$ cat config.mk
export PLATFORM = sky130hd
export DESIGN_NAME = taillight_seq_ctrl_flat
export DESIGN_NICKNAME = d
export VERILOG_FILES = /design/src/rtl/taillight_pkg.sv /design/src/rtl/taillight_seq_ctrl_if.sv /design/src/rtl/taillight_pwm_dimmer.sv /design/src/rtl/taillight_seq_ctrl.sv /design/src/flat_wrapper.sv
export SDC_FILE = /design/constraint.sdc
export NUM_CORES = 1
export LEC_CHECK = 0
export ABC_CLOCK_PERIOD_IN_PS = 1900
export CAP_MARGIN = 0
export CORE_AREA = 2 2 58 46
export DETAILED_ROUTE_END_ITERATION = 12
export DIE_AREA = 0 0 60 48
export DONT_BUFFER_PORTS = 1
export GPL_TIMING_DRIVEN = 1
export PLACE_DENSITY = 0.75
export SETUP_SLACK_MARGIN = 0.05
export SLEW_MARGIN = 10
export SYNTH_ARGS = -nofsm -noshare
export SYNTH_HDL_FRONTEND = slang
export SYNTH_HIERARCHICAL = 1
export SYNTH_SLANG_ARGS = --single-unit
$ cat constraint.sdc
create_clock -name clk -period 1.9 [get_ports clk]
set_input_delay 0.57 -clock clk [delete_from_list [all_inputs] [get_ports clk]]
set_output_delay 0.57 -clock clk [all_outputs]
set_load 0.1 [all_outputs]
$ cat src/rtl/taillight_pkg.sv
// Shared types and helpers for the sequential taillight controller.
//   side_mode_e      : operating mode of one lamp side
//   PHASE_W          : width of a side's sweep phase register (holds 0..N_LAMPS)
//   derive_side_mode : priority decode of driver controls into one side's mode
package taillight_pkg;

    typedef enum logic [1:0] {
        MODE_OFF,
        MODE_TURN,
        MODE_BRAKE,
        MODE_HAZARD
    } side_mode_e;

    // Sized for the largest supported lamp count (8), so any N_LAMPS fits.
    localparam int MAX_LAMPS = 8;
    localparam int PHASE_W   = $clog2(MAX_LAMPS + 1);

    // Pressing both turn stalks at once is treated as a hazard request.
    function automatic side_mode_e derive_side_mode(
        input logic hazard,
        input logic left,
        input logic right,
        input logic own_turn,
        input logic brake
    );
        if (hazard || (left && right)) return MODE_HAZARD;
        if (own_turn)                  return MODE_TURN;
        if (brake)                     return MODE_BRAKE;
        return MODE_OFF;
    endfunction

endpackage

$ cat src/rtl/taillight_seq_ctrl_if.sv
// Driver-control / lamp-drive bundle of the taillight controller.
//   left, right, brake, hazard, runlight : debounced driver controls
//   dim_duty  : running-light duty in 1/2^PWM_BITS units
//   lights    : lamp drives, [N_LAMPS-1:0] left side, upper half right side
//   step_tick : one-cycle pulse per sequence step
// master = control source / lamp-driver side, slave = the controller.
interface taillight_seq_ctrl_if #(
    parameter int N_LAMPS  = 3,
    parameter int PWM_BITS = 4
);
    logic                  left;
    logic                  right;
    logic                  brake;
    logic                  hazard;
    logic                  runlight;
    logic [PWM_BITS-1:0]   dim_duty;
    logic [2*N_LAMPS-1:0]  lights;
    logic                  step_tick;

    modport master (
        output left, right, brake, hazard, runlight, dim_duty,
        input  lights, step_tick
    );

    modport slave (
        input  left, right, brake, hazard, runlight, dim_duty,
        output lights, step_tick
    );
endinterface

$ cat src/rtl/taillight_pwm_dimmer.sv
// Free-running PWM generator for running-light dimming.
//   clk, rst_n : system clock, async active-low reset
//   dim_duty   : on-time in counts of a 2^PWM_BITS period
//   pwm_on     : high while the counter is below dim_duty
module taillight_pwm_dimmer #(
    parameter int PWM_BITS = 4
) (
    input  logic                clk,
    input  logic                rst_n,
    input  logic [PWM_BITS-1:0] dim_duty,
    output logic                pwm_on
);

    logic [PWM_BITS-1:0] pwm_cnt;

    // Natural wrap at 2^PWM_BITS; max duty therefore leaves one dark count.
    always_ff @(posedge clk or negedge rst_n) begin
        if (!rst_n) pwm_cnt <= '0;
        else        pwm_cnt <= pwm_cnt + PWM_BITS'(1);
    end

    assign pwm_on = (pwm_cnt < dim_duty);

endmodule

$ cat src/rtl/taillight_seq_ctrl.sv
// Sequential taillight controller: turn sweep, brake, hazard and dimmed
// running lights for N_LAMPS lamps per side.
//   clk, rst_n : system clock, async active-low reset
//   bus        : driver controls in, lamp drives and step_tick out
//
// Per-side mode FSM:
//   state       | meaning
//   MODE_OFF    | no request, lamps dark (or dimmed running light)
//   MODE_TURN   | sweep innermost-first, phase 0..N_LAMPS then wrap
//   MODE_BRAKE  | all lamps of the side lit
//   MODE_HAZARD | whole side flashes, phase toggles 0/1 each step
module taillight_seq_ctrl
    import taillight_pkg::*;
#(
    parameter int N_LAMPS  = 3,
    parameter int STEP_DIV = 4,
    parameter int PWM_BITS = 4
) (
    input logic                  clk,
    input logic                  rst_n,
    taillight_seq_ctrl_if.slave  bus
);

    localparam int DIV_W = $clog2(STEP_DIV);

    logic [DIV_W-1:0]     div_cnt;
    logic                 step_tick;
    logic                 pwm_on;
    logic [2*N_LAMPS-1:0] lit_all;
    logic [2*N_LAMPS-1:0] lights_q;

    // Step prescaler, independent of the mode logic.
    always_ff @(posedge clk or negedge rst_n) begin
        if (!rst_n)                                div_cnt <= '0;
        else if (div_cnt == DIV_W'(STEP_DIV - 1))  div_cnt <= '0;
        else                                       div_cnt <= div_cnt + DIV_W'(1);
    end

    assign step_tick = (div_cnt == DIV_W'(STEP_DIV - 1));

    taillight_pwm_dimmer #(
        .PWM_BITS (PWM_BITS)
    ) u_dimmer (
        .clk      (clk),
        .rst_n    (rst_n),
        .dim_duty (bus.dim_duty),
        .pwm_on   (pwm_on)
    );

    // Side 0 = left (lights[N_LAMPS-1:0]), side 1 = right (upper half).
    for (genvar s = 0; s < 2; s++) begin : g_side
        localparam bit IS_LEFT = (s == 0);

        side_mode_e           mode_q, mode_d;
        logic [PHASE_W-1:0]   phase_q, phase_d;
        logic [N_LAMPS-1:0]   side_lit;
        logic                 own_turn;

        assign own_turn = IS_LEFT ? bus.left : bus.right;

        always_ff @(posedge clk or negedge rst_n) begin
            if (!rst_n) begin
                mode_q  <= MODE_OFF;
                phase_q <= '0;
            end else begin
                mode_q  <= mode_d;
                phase_q <= phase_d;
            end
        end

        // A mode change restarts the sequence even on a step edge; since the
        // hazard condition is common to both sides they restart together.
        always_comb begin
            mode_d  = derive_side_mode(bus.hazard, bus.left, bus.right,
                                       own_turn, bus.brake);
            phase_d = phase_q;
            if (mode_d != mode_q) begin
                phase_d = '0;
            end else if (step_tick) begin
                case (mode_q)
                    MODE_TURN:   phase_d = (phase_q == PHASE_W'(N_LAMPS)) ?
                                           '0 : phase_q + PHASE_W'(1);
                    MODE_HAZARD: phase_d = (phase_q == '0) ? PHASE_W'(1) : '0;
                    default:     phase_d = '0;
                endcase
            end
        end

        // k counts lamps from the inside out; map to the side's bit order.
        always_comb begin
            side_lit = '0;
            for (int k = 0; k < N_LAMPS; k++) begin
                side_lit[IS_LEFT ? (N_LAMPS - 1 - k) : k] =
                    (mode_q == MODE_BRAKE) ||
                    ((mode_q == MODE_HAZARD) && (phase_q == PHASE_W'(1))) ||
                    ((mode_q == MODE_TURN) && (PHASE_W'(k) < phase_q));
            end
        end

        assign lit_all[s*N_LAMPS +: N_LAMPS] = side_lit;
    end

    // Unlit lamps carry the dim PWM; lit lamps are forced fully on.
    always_ff @(posedge clk or negedge rst_n) begin
        if (!rst_n) lights_q <= '0;
        else        lights_q <= lit_all | {(2*N_LAMPS){bus.runlight & pwm_on}};
    end

    assign bus.lights    = lights_q;
    assign bus.step_tick = step_tick;

endmodule
$ cat src/flat_wrapper.sv
// flat-port wrapper written by rule: the top's interface ports become plain ports
module taillight_seq_ctrl_flat import taillight_pkg::*;
#(
    parameter int N_LAMPS  = 3,
    parameter int STEP_DIV = 4,
    parameter int PWM_BITS = 4
)
  (clk, rst_n, bus_left, bus_right, bus_brake, bus_hazard, bus_runlight, bus_dim_duty, bus_lights, bus_step_tick);
  taillight_seq_ctrl_if #(.N_LAMPS(N_LAMPS), .PWM_BITS(PWM_BITS)) bus_i ();
  input logic clk;
  input logic rst_n;
  input wire logic [$bits(bus_i.left)-1:0] bus_left;
  input wire logic [$bits(bus_i.right)-1:0] bus_right;
  input wire logic [$bits(bus_i.brake)-1:0] bus_brake;
  input wire logic [$bits(bus_i.hazard)-1:0] bus_hazard;
  input wire logic [$bits(bus_i.runlight)-1:0] bus_runlight;
  input wire logic [$bits(bus_i.dim_duty)-1:0] bus_dim_duty;
  output wire logic [$bits(bus_i.lights)-1:0] bus_lights;
  output wire logic [$bits(bus_i.step_tick)-1:0] bus_step_tick;
  assign bus_i.left = bus_left;
  assign bus_i.right = bus_right;
  assign bus_i.brake = bus_brake;
  assign bus_i.hazard = bus_hazard;
  assign bus_i.runlight = bus_runlight;
  assign bus_i.dim_duty = bus_dim_duty;
  assign bus_lights = bus_i.lights;
  assign bus_step_tick = bus_i.step_tick;
  taillight_seq_ctrl #(.N_LAMPS(N_LAMPS), .STEP_DIV(STEP_DIV), .PWM_BITS(PWM_BITS)) u_core (.clk(clk), .rst_n(rst_n), .bus(bus_i));
endmodule
==> metrics.cfg <==
[status]
status=finished, final reports clean

[route]
first_iter_violations=42
avgRoutedWirePerCell_um=15.0
vias=1085
drt_wl_total_um=2650
firstDrtPassIters=6
vias_per_cell=6.13
ant_nets=0
drc=0

[global_route]
busiest_layer=met2
grtUsageMet3_pct=6.22
track_usage_pct=21.4
grt_max_degree=25
grt_pass1_vias=1065
overflow=0
antenna_found_initial=0
met2_usage_pct=37.2
grt_util_met1_pct=25.6
grt_pass1_wl_um=4520

[worst_hold_path]
worstHoldPathType=input pin to register

[logic_synthesis]
yosysMostFrequentCell=dfrtp_1
synth.top_cell.area_share_pct=44.2
synthCells=137
syn_avg_cell_area_sq_um=9.92
synth-edff-count=0
synth_nets=158
synth_warnings=6
netlist_top_cells_area=dfrtp_1 (44%), ha_1 (9.2%), o21ai_0 (3.3%)
async_flop_share_pct=100
synth_seq_cells=24
ys.flop_type=dfrtp_1
syn-cell-area_sq_um=1360
synth-seq-area-share_pct=44.2
synth_top_area_cell=dfrtp_1
yosys.cell_types.count=39
ys_top_cells_by_count=dfrtp_1 (24), ha_1 (10), inv_1 (10)

[critical_path]
crit_path_start_kind=register
endpoint_kind=output port
path_class=register to output port
crit_arrival_ns=1.17
crit_fanout=7
cp.required_ns=1.33

[die]
core-area_sq_um=2270
die-height_um=48
start_util_pct=59.8
row_count=15
fp.dieW_um=60
num_io_pins=18
die_area_sq_um=2880

[place]
pre_cts_slack_ns=0.183
hpwl_um=1960
finalWeightedCongestion=0.899
portBuffers=0

[clock_network]
clk_latency_ns=0.31
clkSinkCount=24
cts_made_buffers=3
cts.htree.levels=1
cts_tree=done
clock_path_buffers=2
clk_pin_slew_ns=0.13
cts-root-buf=clkbuf_4

[pwr]
ir_worst_vdd_v=0.000488
total_power_w=0.00111
p_per_area_nw_per_um2=742
p_leak_nw=0.651

[timing]
finalClockSkew_ns=0.00469
setup_tns_ns=0
rsz0062_at_grt=false
fin_crit_sh_pct=91.8
whs_ns=0.331
fin_crit_ns=1.74
finalHoldViolCount=0
max_clock_freq_ghz=0.574
setup_violations=0
worst_pin_slew_ns=1.02
worst_slack_ns=0.156
drv_slew=0
slew_headroom_pct=31.7

[finish]
final_nets=165
drive_gt1_share_pct=11.9
fill_cells=190
diodes=0
area_growth_syn_to_layout_pct=10.3

[job]
max_cap_viol_count=0

-- report_power, final --
group	leakage, nW	internal (W)	switching (W)
Sequential	0.294	0.000531	0.0000193
Clock	0.0279	0.000213	0.000150
Combinational	0.329	0.0000492	0.000150
Total	0.651	0.000793	0.000319
-- timing repair --
item                                   in CTS  in global routing
setup endpoints to repair                   0                  1
gates resized for setup                     0                  1
hold buffers                                1                  0
endpoints found under the hold margin      24                  0
buffers inserted                            0                  0
-- area by class of cell --
type                    instances  area, sq um  share of cell area (%)
inverters                      11         41.3                    2.75
flip-flops and latches         24          601                    40.1
clock inverters                 1         30.0                    2.00
clock buffers                   3         22.5                    1.50
well taps                      34         42.5                    2.84
repair buffers                  8         66.3                    4.42
multi-input cells              96          696                    46.4
-- metal layers --
metal	up-vias	wire, um
met5	-	0
met1	516	1200
met3	8	165
met2	55	1250
met4	0	38
li1	506	-
-- layout by cell type (no fill, tap or decap), types with 2 or more instances in the layout --
| master | instances |
|---|---|
| dfrtp_1 | 24 |
| inv_1 | 10 |
| o21ai_0 | 9 |
| ha_1 | 9 |
| nand3_1 | 8 |
| nand2_1 | 7 |
| buf_4 | 6 |
| nor2_1 | 5 |
| or3_1 | 5 |
| a21oi_1 | 4 |
| nor3_1 | 4 |
| nor2b_1 | 4 |
| a22oi_1 | 4 |
| clkbuf_4 | 3 |
| nor3b_1 | 3 |
| a211o_1 | 3 |
| xor2_1 | 3 |
| a32oi_1 | 3 |
| or2_1 | 2 |
| nand2b_1 | 2 |
| o31ai_1 | 2 |
| nand3b_1 | 2 |
| nand4_1 | 2 |
-- path summary, 6_finish.rpt --
check                                                 from                         end  slack, ns  depth (start not counted)
worst max register to register  u_core/u_dimmer/pwm_cnt[1]        u_core/bus.lights[5]       0.36                          6
worst min register to register  u_core/u_dimmer/pwm_cnt[0]  u_core/u_dimmer/pwm_cnt[0]       0.48                          1
worst min-delay path                             bus_right  u_core/g_side[1].mode_q[1]       0.33                          1
min in group asynchronous                            rst_n  u_core/u_dimmer/pwm_cnt[3]       0.87                          1
worst max-delay path                     u_core/div_cnt[0]               bus_step_tick       0.16                          2
max in group asynchronous                            rst_n           u_core/div_cnt[0]       0.42                          1
-- sequential cells by signal (all words and copies together) (netlist names) --
name,flops
u_core/g_side.phase_q,8
u_core/bus.lights,6
u_core/g_side.mode_q,4
u_core/u_dimmer/pwm_cnt,4
u_core/div_cnt,2
-- per-stage QoR --
step / cells / utilization, % / cell area, sq um
global route: 177 / 66.0 / 1500
global placement: 172 / 63.1 / 1430
floorplan: 137 / - / 1370
CTS: 177 / 65.8 / 1500
detailed placement: 172 / 63.1 / 1430
finish: 177 / 66.0 / 1500
-- worst max-delay path, stage by stage (launching register included) --
cell	delay, ns
dfrtp_1	0.41
ha_4	0.20
buf_6	0.25
-- logic make-up after synthesis --
kind of cell / Yosys count / share of synthesized area [%]
flip-flops: 24 / 44.2
adder cells (fa/ha/maj): 10 / 9.21
XOR/XNOR: 4 / 2.58
AO/OA/AOI/OAI: 34 / 18.4
AND/OR/NAND/NOR: 48 / 20.1
buffers and inverters: 17 / 5.52
(Power assumes the default switching activity.)
==> RTL edit 1: new RTL, same settings <==
Make the reset (`rst_n`) synchronous in 4 clocked blocks. Comments in the files are not updated.
--- a/src/rtl/taillight_pwm_dimmer.sv
+++ b/src/rtl/taillight_pwm_dimmer.sv
@@ -15,5 +15,5 @@
 
     // Natural wrap at 2^PWM_BITS; max duty therefore leaves one dark count.
-    always_ff @(posedge clk or negedge rst_n) begin
+    always_ff @(posedge clk) begin
         if (!rst_n) pwm_cnt <= '0;
         else        pwm_cnt <= pwm_cnt + PWM_BITS'(1);
--- a/src/rtl/taillight_seq_ctrl.sv
+++ b/src/rtl/taillight_seq_ctrl.sv
@@ -31,5 +31,5 @@
 
     // Step prescaler, independent of the mode logic.
-    always_ff @(posedge clk or negedge rst_n) begin
+    always_ff @(posedge clk) begin
         if (!rst_n)                                div_cnt <= '0;
         else if (div_cnt == DIV_W'(STEP_DIV - 1))  div_cnt <= '0;
@@ -59,5 +59,5 @@
         assign own_turn = IS_LEFT ? bus.left : bus.right;
 
-        always_ff @(posedge clk or negedge rst_n) begin
+        always_ff @(posedge clk) begin
             if (!rst_n) begin
                 mode_q  <= MODE_OFF;
@@ -102,5 +102,5 @@
 
     // Unlit lamps carry the dim PWM; lit lamps are forced fully on.
-    always_ff @(posedge clk or negedge rst_n) begin
+    always_ff @(posedge clk) begin
         if (!rst_n) lights_q <= '0;
         else        lights_q <= lit_all | {(2*N_LAMPS){bus.runlight & pwm_on}};
Check against the original RTL: differs if rst_n is asserted again (counterexample within 4 cycles, from zero or initial values and one cycle with rst_n low); with rst_n held inactive, the same outputs for 10 cycles.
==> RTL edit 1 against the original RTL <==
Synthesized area down 7.4%. Sequential cell count stayed put. Setup slack better by 0.064 ns. Final area decreased by 6.2%. Combinational power grew 9%. Highest routed layer unchanged. Sequential share of layout area down 5.9 points. Power rose by 2.2%. Routed wire length down 6.9%. Register-to-register slack worse by 0.14 ns.
==> RTL edit 1: results (changes against the original RTL) <==
{| class="wikitable"
! Metric !! Value
|-
| Nets in the synthesized netlist || 161 (was 158)
|-
| Fraction of layout instances using a drive strength above 1 || 0.1208 (was 0.1189)
|-
| Number of vias per cell after detailed routing || 5.607 (was 6.130)
|-
| Static Leakage || 0.5662 nW (was 0.6510 nW)
|-
| Share of async-settable or async-resettable flops after synthesis || 0 (was 1.000)
|-
| Final RePlAce weighted congestion || 0.7780 (was 0.8986)
|-
| Top area cells in the synthesized netlist || sky130_fd_sc_hd__dfxtp_1 (38%), sky130_fd_sc_hd__ha_1 (8.9%), sky130_fd_sc_hd__nor2b_1 (4.5%), sky130_fd_sc_hd__nand2_1 (3.0%), sky130_fd_sc_hd__nor2_1 (3.0%) (was sky130_fd_sc_hd__dfrtp_1 (44%), sky130_fd_sc_hd__ha_1 (9.2%), sky130_fd_sc_hd__o21ai_0 (3.3%), sky130_fd_sc_hd__nand3_1 (2.9%), sky130_fd_sc_hd__inv_1 (2.8%))
|-
| Worst setup path startpoint || u_core/u_dimmer/pwm_cnt[1] (was u_core/div_cnt[0])
|-
| Synth top cells by count || sky130_fd_sc_hd__dfxtp_1 (24), sky130_fd_sc_hd__nand2_1 (10), sky130_fd_sc_hd__nor2_1 (10) (was sky130_fd_sc_hd__dfrtp_1 (24), sky130_fd_sc_hd__ha_1 (10), sky130_fd_sc_hd__inv_1 (10))
|-
| Synth unique cells || 44 (was 39)
|-
| Number of global-route vias before repair || 967 (was 1065)
|-
| Result of the run || complete, no violations (unchanged)
|-
| Average wire length per cell after detail routing || 13.46 um (was 14.95 um)
|-
| Crit Path Max Fanout || 3 (was 7)
|-
| First-pass GRT wire length || 4057 um (was 4519 um)
|-
| Final-stage net count || 170 (was 165)
|-
| Detailed-routing iteration count for the pre-antenna-repair pass || 4 (was 6)
|-
| Cell Int Power || 0.8188 mW (was 0.7932 mW)
|-
| Cells after synthesis || 141 (was 137)
|-
| Worst-case register-to-register setup slack || 0.22 ns (was 0.36 ns)
|-
| Placement Setup Slack || -0.03954 ns (was 0.1826 ns)
|-
| Fill cell total of the finished layout || 213 (was 190)
|-
| Proportion of synthesized chip area in sequential cells || 0.3817 (was 0.4420)
|-
| Data arrival time of the critical path || 1.91 ns (was 1.17 ns)
|-
| Tightest slew margin relative to the limit || 0.7941 (was 0.3171)
|-
| Post-placement cell count || 179 (was 172)
|-
| Estimated wirelength of the detail-placed design || 1808 um (was 1962 um)
|-
| Overall routing resource usage || 0.1896 (was 0.2143)
|-
| Largest net degree at the start of global routing || 20 (was 25)
|}
-- RTL edit 1: kinds of logic after synthesis --
family | count (synthesis) | share of synthesized area
AND/OR/NAND/NOR | 57 | 0.2585
AO/OA/AOI/OAI | 36 | 0.1998
multiplexers | 2 | 0.01591
flip-flops | 24 | 0.3817
buffers and inverters | 10 | 0.03380
XOR/XNOR | 3 | 0.02088
adder cells (fa/ha/maj) | 9 | 0.08946
-- RTL edit 1: power by group through the flow --
stage,registers [mW],logic (mW),clock network (mW)
floorplan,0.637,0.105,0
global placement,0.562,0.212,0
detailed placement,0.564,0.218,0
CTS,0.553,0.218,0.376
global route,0.557,0.232,0.396
finish,0.553,0.217,0.366
-- RTL edit 1: per-layer routing --
layer,vias up,track usage,routed length [um],share of wire
met5,-,0,0,0
met4,0,0.02667,15,0.0061
met3,2,0.05676,125,0.051
met2,31,0.3565,1172,0.48
met1,475,0.2215,1151,0.47
li1,518,-,-,-
-- RTL edit 1: cell type report --
cell class / instances / area share
multi-input combinational: 107 / 0.5258
sequential: 24 / 0.3416
timing repair buffer: 7 / 0.04626
tap: 34 / 0.03025
clock inverter: 1 / 0.02135
inverter: 7 / 0.01868
clock buffer: 3 / 0.01601
-- RTL edit 1: stage by stage --
step	hold WS (ns)	cell area, um^2
final	0.3612	1406
after floorplan	0.4080	1262
after detailed placement	0.4235	1354
after CTS	0.3504	1406
after global routing	0.3318	1406
after global placement	0.4210	1354
-- RTL edit 1: how the worst min path moves through the flow --
stage / from / to / slack (ns) / cells after the start
6_report: rst_n / u_core/bus.lights[0] / 0.36 / 1
5_1_grt: rst_n / u_core/bus.lights[0] / 0.33 / 1
4_1_cts: rst_n / u_core/bus.lights[0] / 0.35 / 1
3_5_place_dp: u_core/div_cnt[0] / u_core/div_cnt[0] / 0.42 / 1
3_3_place_gp: u_core/div_cnt[0] / u_core/div_cnt[0] / 0.42 / 1
2_1_floorplan: u_core/div_cnt[0] / u_core/div_cnt[0] / 0.41 / 1
-- RTL edit 1: critical path, stage by stage, from the launching register on --
cell and delay [ns]:
sky130_fd_sc_hd__dfxtp_1 0.36, sky130_fd_sc_hd__ha_1 0.31, sky130_fd_sc_hd__a2111oi_2 0.06, sky130_fd_sc_hd__or3_1 0.34, sky130_fd_sc_hd__and2_4 0.17, sky130_fd_sc_hd__a21o_1 0.17, sky130_fd_sc_hd__o21a_1 0.19
==> RTL edit 2: new RTL, same settings <==
Made on the original files. Set the package constant `MAX_LAMPS` to 4 (it was 8).
--- a/src/rtl/taillight_pkg.sv
+++ b/src/rtl/taillight_pkg.sv
@@ -13,5 +13,5 @@
 
     // Sized for the largest supported lamp count (8), so any N_LAMPS fits.
-    localparam int MAX_LAMPS = 8;
+    localparam int MAX_LAMPS = 4;
     localparam int PHASE_W   = $clog2(MAX_LAMPS + 1);
 
Function: no difference found for any inputs over 10 cycles, from zero or initial values and one cycle with rst_n low; that may be too few to reach the edited logic, so the function may still have changed.
==> RTL edit 2 against the original RTL <==
Setup slack improved by 0.039 ns. Sequential cell count fell by 2. Routed wire length fell by 22%. Non-clock buffer count rose by 1. Power fell by 14%. Clock power fell by 31%. Global-route usage fell by 4.6 points. Final area fell by 12%. Synthesized area fell by 13%.
==> RTL edit 2: results (changes against the original RTL) <==
{| class="wikitable"
! Metric !! Value
|-
| Proportion of synthesized chip area in sequential cells || 0.4646 (was 0.4420)
|-
| Met2 WL post-DR || 937 um (was 1246 um)
|-
| Met3 WL post-DR || 153 um (was 165 um)
|-
| Average wire length per cell after detail routing || 12.64 um (was 14.95 um)
|-
| DR vias || 923 (was 1085)
|-
| Sum of routed wire length over all layers || 2073 um (was 2647 um)
|-
| Overall routing resource usage || 0.1678 (was 0.2143)
|-
| Number of cells on the worst reg-to-reg path || 4 (was 6)
|-
| Final RePlAce weighted congestion || 0.7454 (was 0.8986)
|-
| Placement Setup Slack || 0.2710 ns (was 0.1826 ns)
|-
| Nets in the synthesized netlist || 140 (was 158)
|-
| Max rail drop VDD || 0.4803 mV (was 0.4879 mV)
|-
| Estimated wirelength of the detail-placed design || 1582 um (was 1962 um)
|-
| Synth unique cells || 35 (was 39)
|-
| Fill cell total of the finished layout || 193 (was 190)
|-
| Buffers on Ports || 0 (unchanged)
|-
| Worst-path clk slew || 0.11 ns (was 0.13 ns)
|-
| Worst setup skew after layout || 0.003103 ns (was 0.004689 ns)
|-
| Data arrival time of the critical path || 1.14 ns (was 1.17 ns)
|-
| Detailed-routing iteration count for the pre-antenna-repair pass || 4 (was 6)
|-
| Fraction of layout instances using a drive strength above 1 || 0.1538 (was 0.1189)
|-
| Crit Path Max Fanout || 2 (was 7)
|-
| First-pass GRT wire length || 3539 um (was 4519 um)
|-
| Post-placement cell count || 159 (was 172)
|-
| Count of cells along the worst hold path || 1 (unchanged)
|-
| Met1 Routed Length || 970 um (was 1197 um)
|-
| Result of the run || complete, no violations (unchanged)
|-
| Final-stage net count || 151 (was 165)
|-
| Static Leakage || 0.5869 nW (was 0.6510 nW)
|-
| GR Layer Usage met2 || 0.2761 (was 0.3717)
|-
| Top area cells in the synthesized netlist || sky130_fd_sc_hd__dfrtp_1 (46%), sky130_fd_sc_hd__ha_1 (9.5%), sky130_fd_sc_hd__a21oi_1 (4.2%), sky130_fd_sc_hd__nor2_1 (3.5%), sky130_fd_sc_hd__inv_1 (3.2%) (was sky130_fd_sc_hd__dfrtp_1 (44%), sky130_fd_sc_hd__ha_1 (9.2%), sky130_fd_sc_hd__o21ai_0 (3.3%), sky130_fd_sc_hd__nand3_1 (2.9%), sky130_fd_sc_hd__inv_1 (2.8%))
|-
| Cell Int Power || 0.6531 mW (was 0.7932 mW)
|-
| Number of global-route vias before repair || 808 (was 1065)
|}
RTL edit 2: power groups by stage:
stage,Sequential [mW],Combinational [mW],Clock [mW]
finish,0.506,0.198,0.252
global route,0.509,0.213,0.286
CTS,0.506,0.199,0.266
detailed placement,0.515,0.189,0
global placement,0.514,0.185,0
floorplan,0.604,0.0662,0
RTL edit 2: worst paths after layout:
check	start	end	slack (ns)
worst max-delay path	u_core/div_cnt[0]	bus_step_tick	0.19
worst min-delay path	bus_left	u_core/g_side[0].mode_q[1]	0.33
worst max register to register	u_core/g_side[0].mode_q[1]	u_core/g_side[0].phase_q[1]	0.41
worst min register to register	u_core/div_cnt[0]	u_core/div_cnt[0]	0.44
max in group asynchronous	rst_n	u_core/g_side[0].phase_q[1]	0.46
min in group asynchronous	rst_n	u_core/div_cnt[0]	0.86
RTL edit 2: cell type report:
| class | instances | area (um^2) | share of cell area |
|---|---|---|---|
| multi-input combinational | 83 | 569.3 | 0.4333 |
| sequential | 22 | 550.5 | 0.4190 |
| timing repair buffer | 9 | 70.07 | 0.05333 |
| inverter | 12 | 45.04 | 0.03429 |
| tap | 34 | 42.54 | 0.03238 |
| clock buffer | 4 | 36.28 | 0.02762 |
RTL edit 2: what timing repair did:
action | in CTS | in global routing
hold buffers | 1 | 0
setup endpoints to repair | 0 | 0
hold endpoints to repair | 22 | 0
RTL edit 2: kinds of logic after synthesis:
group / synth area share
and+or+nand+nor: 0.1732
AOI/OAI and AO/OA: 0.1827
DFF: 0.4646
xor gates and xnor gates: 0.02957
buffers and inverters: 0.05491
adders and majority gates: 0.09504
RTL edit 2: worst max-delay path: cells and delay by family, from the launching register on:
kind                       cells  cell delay, ns
buffers and inverters          1            0.23
adders and majority gates      1            0.19
DFF                            1            0.40
